$ cat src/rtl/fir_pkg.sv
// fir_pkg: shared FIR defaults, coefficient-loader state encoding and tap slicing helper
package fir_pkg;
  localparam int DEF_TAPS = 7;
  localparam int DEF_COEFF_BITS = 16;
  typedef enum logic [1:0] {LOAD, DRAIN, PEND} state_t;
  function automatic int tap_lsb(input int idx, input int bits);
    return idx * bits;
  endfunction
endpackage

$ cat src/rtl/fir_coeff_bank.sv
// fir_coeff_bank: shadow coefficient bank with atomic commit into the active bank
module fir_coeff_bank
  import fir_pkg::*;
#(
  parameter int N  = DEF_TAPS,
  parameter int W  = DEF_COEFF_BITS,
  parameter int IW = $clog2(N)
) (
  input  logic           clk,
  input  logic           rst,
  input  logic           i_we,
  input  logic [IW-1:0]  i_idx,
  input  logic [W-1:0]   i_data,
  input  logic           i_commit,
  output logic [N*W-1:0] o_coeffs
);
  logic [N*W-1:0] r_shadow;
  logic [N*W-1:0] r_active;
  // shadow taps fill one beat at a time; the whole shadow copies to active in a single edge
  always_ff @(posedge clk) begin
    if (rst) begin
      r_shadow <= '0;
      r_active <= '0;
    end else begin
      if (i_we) r_shadow[tap_lsb(int'(i_idx), W) +: W] <= i_data;
      if (i_commit) r_active <= r_shadow;
    end
  end
  assign o_coeffs = r_active;
endmodule

$ cat src/rtl/fir_coeff_loader.sv
// fir_coeff_loader: valid/ready coefficient frame loader with frame checking and strobe-aligned commit
module fir_coeff_loader
  import fir_pkg::*;
#(
  parameter int NUMBER_OF_TAPS = DEF_TAPS,
  parameter int COEFF_BITS     = DEF_COEFF_BITS,
  parameter int TAP_IDX_BITS   = $clog2(NUMBER_OF_TAPS)
) (
  input  logic                               clk,
  input  logic                               rst,
  input  logic                               coef_valid,
  input  logic [COEFF_BITS-1:0]              coef_data,
  input  logic                               coef_last,
  output logic                               coef_ready,
  input  logic                               clear,
  input  logic                               commit_strobe,
  output logic [COEFF_BITS*NUMBER_OF_TAPS-1:0] coeffs_out,
  output logic                               coeffs_loaded,
  output logic                               coeff_update,
  output logic                               frame_error
);
  localparam logic [TAP_IDX_BITS-1:0] LAST_IDX = TAP_IDX_BITS'(NUMBER_OF_TAPS - 1);
  state_t                  r_state, w_state_next;
  logic [TAP_IDX_BITS-1:0] r_idx, w_idx_next;
  logic                    r_err, w_err_next;
  logic                    r_loaded, r_update;
  logic                    w_acc, w_we, w_commit, w_at_last;
  // state, index and status flags
  always_ff @(posedge clk) begin
    if (rst) begin
      r_state  <= LOAD;
      r_idx    <= '0;
      r_err    <= 1'b0;
      r_loaded <= 1'b0;
      r_update <= 1'b0;
    end else begin
      r_state  <= w_state_next;
      r_idx    <= w_idx_next;
      r_err    <= w_err_next;
      r_loaded <= r_loaded | w_commit;
      r_update <= w_commit;
    end
  end
  // frame checking, handshake and commit decision; clear overrides any beat or strobe
  always_comb begin
    w_state_next = r_state;
    w_idx_next   = r_idx;
    w_err_next   = r_err;
    w_we         = 1'b0;
    w_commit     = 1'b0;
    coef_ready   = r_state != PEND;
    w_acc        = coef_valid && coef_ready;
    w_at_last    = r_idx == LAST_IDX;
    if (clear) begin
      w_state_next = LOAD;
      w_idx_next   = '0;
      w_err_next   = 1'b0;
    end else begin
      case (r_state)
        LOAD: if (w_acc) begin
          w_we         = !(coef_last ^ w_at_last) && (coef_last || !w_at_last);
          w_state_next = w_at_last ? (coef_last ? PEND : DRAIN) : LOAD;
          w_err_next   = r_err | (coef_last ^ w_at_last);
          w_idx_next   = w_at_last ? r_idx : (coef_last ? '0 : r_idx + 1'b1);
        end
        DRAIN: if (w_acc && coef_last) begin
          w_state_next = LOAD;
          w_idx_next   = '0;
        end
        PEND: if (commit_strobe) begin
          w_commit     = 1'b1;
          w_state_next = LOAD;
          w_idx_next   = '0;
        end
        default: w_state_next = LOAD;
      endcase
    end
  end
  fir_coeff_bank #(
    .N (NUMBER_OF_TAPS),
    .W (COEFF_BITS),
    .IW(TAP_IDX_BITS)
  ) u_bank (
    .clk     (clk),
    .rst     (rst),
    .i_we    (w_we),
    .i_idx   (r_idx),
    .i_data  (coef_data),
    .i_commit(w_commit),
    .o_coeffs(coeffs_out)
  );
  assign coeffs_loaded = r_loaded;
  assign coeff_update  = r_update;
  assign frame_error   = r_err;
endmodule

$ cat config.mk
export PLATFORM = sky130hd
export DESIGN_NAME = fir_coeff_loader
export DESIGN_NICKNAME = d
export VERILOG_FILES = /design/src/rtl/fir_pkg.sv /design/src/rtl/fir_coeff_bank.sv /design/src/rtl/fir_coeff_loader.sv
export SDC_FILE = /design/constraint.sdc
export NUM_CORES = 1
export LEC_CHECK = 0
export BUFFER_PORTS_ARGS = -buffer_cell sky130_fd_sc_hd__buf_2
export CORE_ASPECT_RATIO = 1.25
export CORE_MARGIN = 1
export CORE_UTILIZATION = 55
export DETAILED_ROUTE_END_ITERATION = 12
export PLACE_DENSITY = 0.78
export SLEW_MARGIN = 10
export SYNTH_ARGS = -nofsm -noshare
export SYNTH_HDL_FRONTEND = slang
export SYNTH_SLANG_ARGS = --single-unit
export TNS_END_PERCENT = 50
$ cat constraint.sdc
create_clock -name clk -period 3.3 [get_ports clk]
set_input_delay 0 -clock clk [delete_from_list [all_inputs] [get_ports clk]]
set_output_delay 0 -clock clk [all_outputs]
set_load 0.05 [all_outputs]
==> summary.txt, run 1 <==
Yosys
  – Main combinational cell family by area after synthesis: simple AND/OR/NAND/NOR gates
  – Synth Area in Adders: 1.39%
  – Largest cells by area after synthesis: dfxtp_1, nand2_1, a21oi_1, mux2i_1, clkbuf_1
  – Xor and xnor area share after synthesis: 0%
  – Sequential share of the synthesized area: 51.5%
  – Seq cells post-synth: 232
  – Post-synthesis cell type count: 47
  – Number of enable flip-flop cells after synthesis: 0
  – Mux cell area share after synthesis: 4.55%
  – Post-Synth Simple-Gate Area: between 20% and 30%
  – Share of the synthesized area in the top cell type: 51.5%
  – Synth Area in Compound Gates: 16.2%
  – Mapped Cells: 1060
  – Synthesized area: 0.00901 mm²
  – Yosys warning count: 0
  – Area leader, netlist: dfxtp_1
  – Main synth FF type: dfxtp_1
  – Mean Syn Cell Area: 8.50 µm²
  – Async set or reset register ratio after synthesis: 0%
  – Syn Nets: 1092

Power and ir drop
  – Total Power: 5.42 mW
  – Share of power burned in registers: 51.9%
  – Psw: 1.18 mW
  – Logic gate share of total power: between 3 and 4%
  – Leakage: 4.18 nW
  – Internal power: 4.24 mW
  – Pwr dens: 510 mW/mm²
  – Switching Share: 21.8%
  – Clk pwr share: 44.6%
  – Worst IR drop on VDD: 0.000367 V

Clock tree
  – Clock latency at the later pin of the worst-skew pair: about 0.5 ns
  – TritonCTS clock tree: yes
  – Clock sinks: 232
  – Clock Tree Root: clkbuf_16
  – Hold Buf Count CTS: 20
  – CTS buffer count: 22
  – CTS max path bufs: 3
  – Cts repair resizes: 0
  – Post-CTS Setup Bufs: 0
  – H-tree levels: 1
  – Clk pin slew, worst setup/hold paths: 0.07 ns

Finish
  – Register area: 0.00464 mm²
  – Area occupied by multi-input gates: around 0.0040 mm²
  – Fillers: approximately 1300
  – Commonest non-fill, non-tap cells in the layout: nand2_1, dfxtp_1, a21oi_1, buf_2, mux2i_1
  – Antenna Diode Count: 0
  – Final nets: 1203
  – Area growth syn-to-layout: 17.8%
  – Layout cells sized above 1: 17.7%
  – Most common cell after layout, fill and taps aside: nand2_1

Setup path
  – Crit path kind: reg -> reg
  – Max incr delay on CP: 0.41 ns
  – Flop2flop setup slack: around 0.34 ns
  – Crit path DAT: approximately 3.4 ns
  – Worst path required time: around 3.8 ns
  – Crit path max fanout: 33
  – Critical Path Start Type: flip-flop
  – CP endpoint kind: flip-flop
  – Worst-path cell chain: inv_1, ha_1, and2_1, ha_1, nor2_2, nand4_4, buf_4, nor4_1, a31o_2
  – CP dominant cell by count: ha_1
  – CP max stage cell: nand4_4

Hold path
  – Class of the worst hold path: in -> reg

Routing
  – Antenna Nets Post-Route: 0
  – Via/cell ratio: 5.76
  – Via count: 8055
  – DRT iter0 DRCs: 669
  – DR DRC count: 0
  – Drt total wl: 23300 µm
  – DRT Pass-1 Iters: 5
  – Wirelength per Cell: 16.7 µm

Run
  – Number of max-cap violations: 0

Die
  – Starting Density: 56.9%
  – Horiz. Die Dim: 116 µm
  – Die area: 0.0169 mm²
  – Rows: 51
  – Chip height: 145 µm
  – Core Region: 0.0158 mm²
  – I/O Pins: 138

Timing
  – Fin crit share: 89.8%
  – Slew HR: approximately 31%
  – Worst Skew: 0.0165 ns
  – Fin worst setup slack: 0.336 ns
  – Setup-failing EPs final: 0
  – Final Hold Viols: 0
  – Final period demand of the worst path: 2.96 ns
  – Post-route setup TNS: 0 ns
  – RSZ-0062 raised after global routing: no
  – Fin Hold WS: about 0.019 ns
  – Maximum clock rate: 0.337 GHz
  – Worst-Margin Slew: roughly 1.0 ns
  – Pins over their slew limit: 0

Global routing
  – Overflow after GRT: 0
  – First-pass GRT wire length: 37500 µm
  – Initial antenna violation count: 0
  – Tot GR Track Use: 27.7%
  – Largest net degree at the start of global routing: 100
  – Vias in the first global route: ~7300

Run status
  – Outcome: finished clean

Placement
  – Routability Congestion: 0.910
  – Port bufs: 137
  – HPWL Detailed: about 15000 µm
  – Post-Place Setup Slack: ~0.40 ns
power groups by stage:
stage / Sequential, mW / Clock [mW] / Combinational, mW
6_report: 2.81 / 2.42 / 0.190
5_1_grt: 2.81 / 2.57 / 0.200
4_1_cts: 2.81 / 2.44 / 0.185
3_5_place_dp: 2.87 / 0 / 0.167
3_3_place_gp: 2.87 / 0 / 0.166
2_1_floorplan: 2.87 / 0 / 0.0957
layer usage:
layer / wire (µm) / up-vias / GRT usage [%]
met1: 10400 / 3788 / 38.3
met2: 10700 / 314 / 42.9
li1: - / 3890 / -
met3: 1400 / 63 / 3.68
met5: 0 / - / 0
met4: 820 / 0 / 11.3
final timing paths:
| kind | from | endpoint | cells past startpoint |
|---|---|---|---|
| max reg2reg | r_idx[0]$_SDFFE_PP0P_ | u_bank.r_shadow[49]$_SDFFE_PP0P_ | 9 |
| max | r_idx[0]$_SDFFE_PP0P_ | u_bank.r_shadow[49]$_SDFFE_PP0P_ | 9 |
| min | rst | u_bank.r_shadow[64]$_SDFFE_PP0P_ | 2 |
| min reg2reg | u_bank.o_coeffs[99]$_SDFFE_PP0P_ | u_bank.o_coeffs[99]$_SDFFE_PP0P_ | 2 |
logic make-up after synthesis:
family,Yosys count
AO/OA/AOI/OAI,247
adder cells (fa/ha/maj),10
buffers and inverters,96
flip-flops,232
multiplexers,41
AND/OR/NAND/NOR,434
registers in the layout, indices dropped and copies added (netlist names):
name	flops
u_bank.r_shadow	112
coeff_update	1
frame_error	1
r_idx	3
u_bank.o_coeffs	112
r_state	2
coeffs_loaded	1
worst max-delay path: cells and delay by family (launching register included):
family / cells / cell delay [ns]
AOI/OAI and AO/OA: 1 / 0.16
adders and majority gates: 2 / 0.57
buffers and inverters: 2 / 0.71
DFF: 1 / 0.32
and+or+nand+nor: 4 / 1.16
through the flow:
step / instance area (µm²) / util [%] / instances
floorplan: 9010 / - / 1060
global placement: 9720 / 61.4 / 1339
detailed placement: 9720 / 61.4 / 1339
CTS: 10600 / 67.1 / 1398
global route: 10600 / 67.1 / 1398
finish: 10600 / 67.1 / 1398
cell usage after synthesis (all sizes together), types with 3 or more instances:
library cell	number
a21oi	151
nor3	8
and3	3
nor2	10
nand2b	3
nand4	24
o41ai	15
dfxtp	232
nand2	323
buf	22
or3	6
a31o	8
or4	8
clkbuf	64
o21ai	33
o31ai	10
nor2b	10
nor4	11
inv	9
mux2i	41
nor3b	4
o311ai	15
a22o	9
ha	10
nand3	15
cell type report:
type,instances,area share (%)
sequential,232,43.8
multi-input combinational,732,37.3
timing repair buffer,173,9.62
clock buffer,31,5.79
tap,212,2.50
clock inverter,8,0.719
inverter,10,0.354
Power figures use the tool's default switching activity.
==> run 2, diff against run 1 <==
- ABC_AREA: not set -> 1
- ABC_CLOCK_PERIOD_IN_PS: not set -> 3300
- PLACE_DENSITY: 0.78 -> 0.77
==> summary.txt, run 2 <==
Setup path
  – Worst-path cell chain: inv_2, ha_1, nand2_1, inv_2, ha_1, nor2_1, nand2_1, nor2_4, nand2_1, nor2_1, nor2_1
  – Crit path max fanout: 25
  – CP max stage cell: nand2_1
  – Max incr delay on CP: 0.60 ns
  – Critical Path Start Type: flip-flop
  – Crit path DAT: 3.08 ns
  – CP endpoint kind: flip-flop
  – Crit path kind: reg -> reg
  – Flop2flop setup slack: 0.61 ns
  – Worst path required time: 3.69 ns

Power and ir drop
  – Clk pwr share: 45.2%
  – Worst IR drop on VDD: around 0.0004 V
  – Psw: 1.22 mW
  – Switching Share: between 20% and 30%
  – Share of power burned in registers: 50.5%
  – Pwr dens: 510 mW/mm²
  – Internal power: 4.35 mW
  – Logic gate share of total power: 4.2%
  – Total Power: 5.57 mW
  – Leakage: approximately 5.3 nW

Run
  – Number of max-cap violations: 0

Yosys
  – Most frequent cell after synthesis: nor2_1
  – Share of the synthesized area in the top cell type: between 50% and 60%
  – Seq cells post-synth: 232
  – Sequential share of the synthesized area: 50.2%
  – Synthesized area: 0.00925 mm²
  – Mean Syn Cell Area: 7.12 µm²
  – Syn Nets: 1331
  – Synth top cells by count: nor2_1, dfxtp_1, nand2_1
  – Largest cells by area after synthesis: dfxtp_1, nor2_1, nand2_1, a21oi_1, o21ai_0
  – Area leader, netlist: dfxtp_1
  – Post-synthesis cell type count: 23
  – Yosys warning count: 0
  – Number of enable flip-flop cells after synthesis: 0
  – Async set or reset register ratio after synthesis: 0%
  – Mapped Cells: 1299
  – Main synth FF type: dfxtp_1

Run status
  – Outcome: finished clean

Placement
  – Dpl cells: 1581
  – Port bufs: 137
  – Routability Congestion: 0.871
  – HPWL Detailed: roughly 15000 µm

Die
  – I/O Pins: 138
  – Starting Density: 56.6%
  – Die area: 0.0173 mm²
  – Chip height: roughly 150 µm
  – Core Region: 0.0163 mm²
  – Rows: 52
  – Horiz. Die Dim: between 100 and 150 µm

Clock tree
  – Post-CTS Setup Bufs: 0
  – Clock sinks: between 200 and 250
  – TritonCTS clock tree: yes
  – CTS max path bufs: 3
  – Clock Tree Root: clkbuf_16
  – H-tree levels: 1
  – Cts repair resizes: 0
  – Clk pin slew, worst setup/hold paths: 0.06 ns
  – Clock latency at the later pin of the worst-skew pair: 0.50 ns
  – CTS buffer count: 23
  – Hold Buf Count CTS: 21

Global routing
  – Largest net degree at the start of global routing: 159
  – First-pass GRT wire length: 38100 µm
  – Tot GR Track Use: 26.9%
  – Overflow after GRT: 0
  – Initial antenna violation count: 0
  – Vias in the first global route: ~7900

Timing
  – Maximum clock rate: 0.372 GHz
  – Post-route setup TNS: 0 ns
  – Pins over their slew limit: 0
  – Setup-failing EPs final: 0
  – Slew HR: 47.3%
  – RSZ-0062 raised after global routing: no
  – Final Hold Viols: 0
  – Fin crit share: 81.5%
  – Fin Hold WS: ~0.0056 ns
  – Final period demand of the worst path: 2.69 ns
  – Worst Skew: 0.00614 ns
  – Worst-Margin Slew: 0.788 ns

Routing
  – DRT iter0 DRCs: 764
  – DR DRC count: 0
  – DRT Pass-1 Iters: 7
  – Drt total wl: 23700 µm
  – Wirelength per Cell: 14.4 µm
  – Antenna Nets Post-Route: 0
  – Via count: 8541
  – Via/cell ratio: 5.20

Finish
  – Most common cell after layout, fill and taps aside: nor2_1
  – Final nets: 1443
  – Antenna Diode Count: 0
  – Area growth syn-to-layout: 18.1%
  – Fillers: 1436
  – Non-Filler Instances: 1641
  – Commonest non-fill, non-tap cells in the layout: nor2_1, dfxtp_1, nand2_1, buf_2, a21oi_1
  – Layout cells sized above 1: 14.4%

Hold path
  – Class of the worst hold path: in -> reg
## run 2: cell types whose count changed in the layout (fill, tap and decap cells not counted), moves of 19 or more
cell / before / now
mux2i_1: 41 / 0
o21ai_0: 33 / 114
nand3_1: 14 / 72
nor2_1: 7 / 318
nand4_1: 22 / 3
a21oi_1: 151 / 121
inv_1: 9 / 84
nand2_1: 323 / 221
## run 2: final timing paths
path	start	end	cells after the start
setup reg to reg	r_idx[0]$_SDFFE_PP0P_	u_bank.r_shadow[54]$_SDFFE_PP0P_	11
hold / removal	rst	coeffs_loaded$_SDFF_PP0_	2
hold reg to reg	u_bank.r_shadow[17]$_SDFFE_PP0P_	u_bank.o_coeffs[17]$_SDFFE_PP0P_	2
setup / recovery	r_idx[0]$_SDFFE_PP0P_	u_bank.r_shadow[54]$_SDFFE_PP0P_	11
## run 2: cell families after synthesis
group | share of synthesized area, %
adder cells (fa/ha/maj) | 1.35
XOR/XNOR | 0.0947
buffers and inverters | 7.87
AO/OA/AOI/OAI | 13.0
AND/OR/NAND/NOR | 27.5
flip-flops | 50.2
## run 2: layout make-up
| type | count | area (µm²) | share of cell area [%] |
|---|---|---|---|
| Sequential cell | 232 | 4640 | 42.5 |
| Multi-Input combinational cell | 884 | 3890 | 35.6 |
| Timing Repair Buffer | 173 | 1030 | 9.46 |
| Clock buffer | 34 | 667 | 6.10 |
| Inverter | 97 | 367 | 3.36 |
| Tap cell | 216 | 270 | 2.47 |
| Clock inverter | 5 | 56.3 | 0.515 |
## run 2: power groups by stage
stage	Clock (mW)	Sequential [mW]	Combinational (mW)
final	2.52	2.81	0.235
after detailed placement	0	2.88	0.211
after floorplan	0	2.88	0.143
after CTS	2.56	2.81	0.231
after global placement	0	2.88	0.211
after global routing	2.68	2.81	0.258
## run 2: layer usage
| metal | share of wire [%] | GRT usage (%) |
|---|---|---|
| met3 | 4.9 | 3.80 |
| met4 | 3.7 | 11.1 |
| met2 | 50 | 47.4 |
| met1 | 42 | 32.8 |
| met5 | 0 | 0 |
## run 2: per-stage QoR
step	cell area [µm²]	setup WS, ns	util [%]
after floorplan	9250	1.36	-
after global placement	9990	0.795	61.2
after detailed placement	9990	0.667	61.2
after CTS	10900	0.640	66.9
after global routing	10900	0.268	66.9
final	10900	0.610	66.9
## run 2: worst max-delay path, delay by kind of cell, from the launching register on
| kind | cells | cell delay (ns) |
|---|---|---|
| buffers and inverters | 2 | 0.12 |
| and+or+nand+nor | 7 | 1.64 |
| DFF | 1 | 0.34 |
| adders and majority gates | 2 | 0.48 |
==> run 3, diff against run 2 <==
- ABC_CLOCK_PERIOD_IN_PS: 3300 -> 2700
- clock period: 3.3 -> 2.7 ns (I/O delays scaled with it)
==> summary.txt, run 3 (synthesis gave the netlist of run 2 again) <==
Setup path
  – Worst path required time: approximately 3.1 ns
  – Crit path kind: reg -> reg
  – Worst-path cell chain: inv_1, ha_1, inv_2, nor3_4, clkinv_2, nor2_1, nor2_1
  – Crit path DAT: 2.81 ns
  – CP dominant cell by count: nor2_1
  – Worst Path Buf+Inv: 3
  – FF-to-FF Start: r_state[0]$_SDFFE_PP0P_
  – CP delay by family, top: buffers and inverters
  – Crit path max fanout: 68
  – Flop2flop setup slack: 0.27 ns
  – Max incr delay on CP: 0.72 ns
  – Reg-to-reg endpoint: u_bank.o_coeffs[21]$_SDFFE_PP0P_
  – CP max stage cell: clkinv_2
  – CP endpoint kind: flip-flop
  – R2r worst-path depth: 7
  – Critical Path Start Type: flip-flop

Timing
  – Final Hold Viols: 0
  – Fin crit share: roughly 90%
  – Final period demand of the worst path: 2.43 ns
  – RSZ-0062 raised after global routing: no
  – Slew HR: 38.1%
  – Maximum clock rate: 0.411 GHz
  – Post-route setup TNS: 0 ns
  – Fin Hold WS: approximately 0.026 ns
  – Setup-failing EPs final: 0
  – Worst Skew: 0.00803 ns
  – Pins over their slew limit: 0
  – Worst-Margin Slew: 0.929 ns

Hold path
  – Hold path endpoint: coeff_update$_SDFF_PP0_
  – Hold Path Origin: rst
  – Class of the worst hold path: in -> reg
  – WHS Path Cells: 3

Power and ir drop
  – Worst IR drop on VDD: 0.000500 V
  – Pwr dens: approximately 620 mW/mm²
  – Leakage: 5.34 nW

Finish
  – Post-Route Utilization: 67.0%
  – Most common cell after layout, fill and taps aside: nor2_1
  – Design area: ~0.011 mm²
  – Area growth syn-to-layout: 18.2%
  – Commonest non-fill, non-tap cells in the layout: nor2_1, dfxtp_1, nand2_1, buf_2, a21oi_1
  – Final nets: 1442
  – Fillers: 1436
  – Antenna Diode Count: 0
  – Layout cells sized above 1: 14.8%

Placement
  – HPWL Detailed: between 15000 and 20000 µm
  – Routability Congestion: 0.924
  – Port bufs: around 140
  – Placed Instance Area: roughly 0.010 mm²

Die
  – Starting Density: 56.6%
  – I/O Pins: 138
  – Chip height: 147 µm
  – Rows: 52
  – Die area: between 0.015 and 0.02 mm²
  – Core Region: 0.0163 mm²
  – Horiz. Die Dim: 118 µm

Routing
  – Drt total wl: 23700 µm
  – Via count: 8546
  – DRT iter0 DRCs: 681
  – DR DRC count: 0
  – DRT Pass-1 Iters: 6
  – Via/cell ratio: approximately 5.2
  – Wirelength per Cell: ~14 µm
  – Antenna Nets Post-Route: 0

Global routing
  – Overflow after GRT: 0
  – First-pass GRT wire length: approximately 38000 µm
  – Tot GR Track Use: between 20% and 30%
  – Largest net degree at the start of global routing: about 160
  – Vias in the first global route: 7946
  – Initial antenna violation count: 0

Clock tree
  – CTS buffer count: 22
  – Clock latency at the later pin of the worst-skew pair: 0.50 ns
  – Post-CTS Setup Bufs: 0
  – Clock sinks: 232
  – Clk pin slew, worst setup/hold paths: 0.06 ns
  – CTS max path bufs: 3
  – Cts repair resizes: 0
  – Clock Tree Root: clkbuf_16
  – Hold Buf Count CTS: 20
  – H-tree levels: 1
  – TritonCTS clock tree: yes

Run
  – Number of max-cap violations: 0

Run status
  – Outcome: finished clean
-- run 3: stage by stage --
| step | instances | total power, mW | worst slack [ns] |
|---|---|---|---|
| final | 1642 | 6.76 | 0.266 |
| after global routing | 1642 | 6.97 | 0.000120 |
| after CTS | 1642 | 6.79 | 0.334 |
| after detailed placement | 1582 | 3.78 | 0.378 |
| after global placement | 1582 | 3.78 | 0.448 |
| after floorplan | 1299 | 3.69 | 0.761 |
-- run 3: area by class of cell --
class	count	area, µm²	area share (%)
flip-flops and latches	232	4640	42.5
multi-input cells	884	3890	35.5
repair buffers	173	1040	9.54
clock buffers	32	679	6.21
inverters	97	368	3.36
well taps	216	270	2.47
clock inverters	8	43.8	0.400
-- run 3: how the worst max path moves through the flow --
stage                             from                                to  slack (ns)  cells past startpoint
2_1_floorplan    r_idx[0]$_SDFFE_PP0P_  u_bank.r_shadow[16]$_SDFFE_PP0P_        0.76                     13
3_3_place_gp     r_idx[0]$_SDFFE_PP0P_  u_bank.r_shadow[88]$_SDFFE_PP0P_        0.45                     12
3_5_place_dp     r_idx[0]$_SDFFE_PP0P_  u_bank.r_shadow[89]$_SDFFE_PP0P_        0.38                     12
4_1_cts          r_idx[0]$_SDFFE_PP0P_  u_bank.r_shadow[82]$_SDFFE_PP0P_        0.33                     12
5_1_grt        r_state[0]$_SDFFE_PP0P_  u_bank.o_coeffs[21]$_SDFFE_PP0P_      0.0001                      7
6_report       r_state[0]$_SDFFE_PP0P_  u_bank.o_coeffs[21]$_SDFFE_PP0P_        0.27                      7
-- run 3: worst register-to-register path: cells and delay by family (launching register included) --
family,cells,cell delay [ns]
fa+ha+maj,1,0.18
flops,1,0.34
simple gates,3,0.91
buf+inv,3,0.89
-- run 3: power breakdown --
part | switching [mW] | internal [mW]
clock network | 1.28 | 1.75
registers | 0.00454 | 3.43
logic | 0.204 | 0.0862
total | 1.49 | 5.27
-- run 3: metal layers --
layer | GRT usage (%) | wire, µm | up-vias
li1 | - | - | 4323
met1 | 32.7 | 9820 | 3915
met2 | 47.4 | 11700 | 243
met3 | 3.69 | 1150 | 65
met4 | 13.6 | 1020 | 0
met5 | 0 | 0 | -
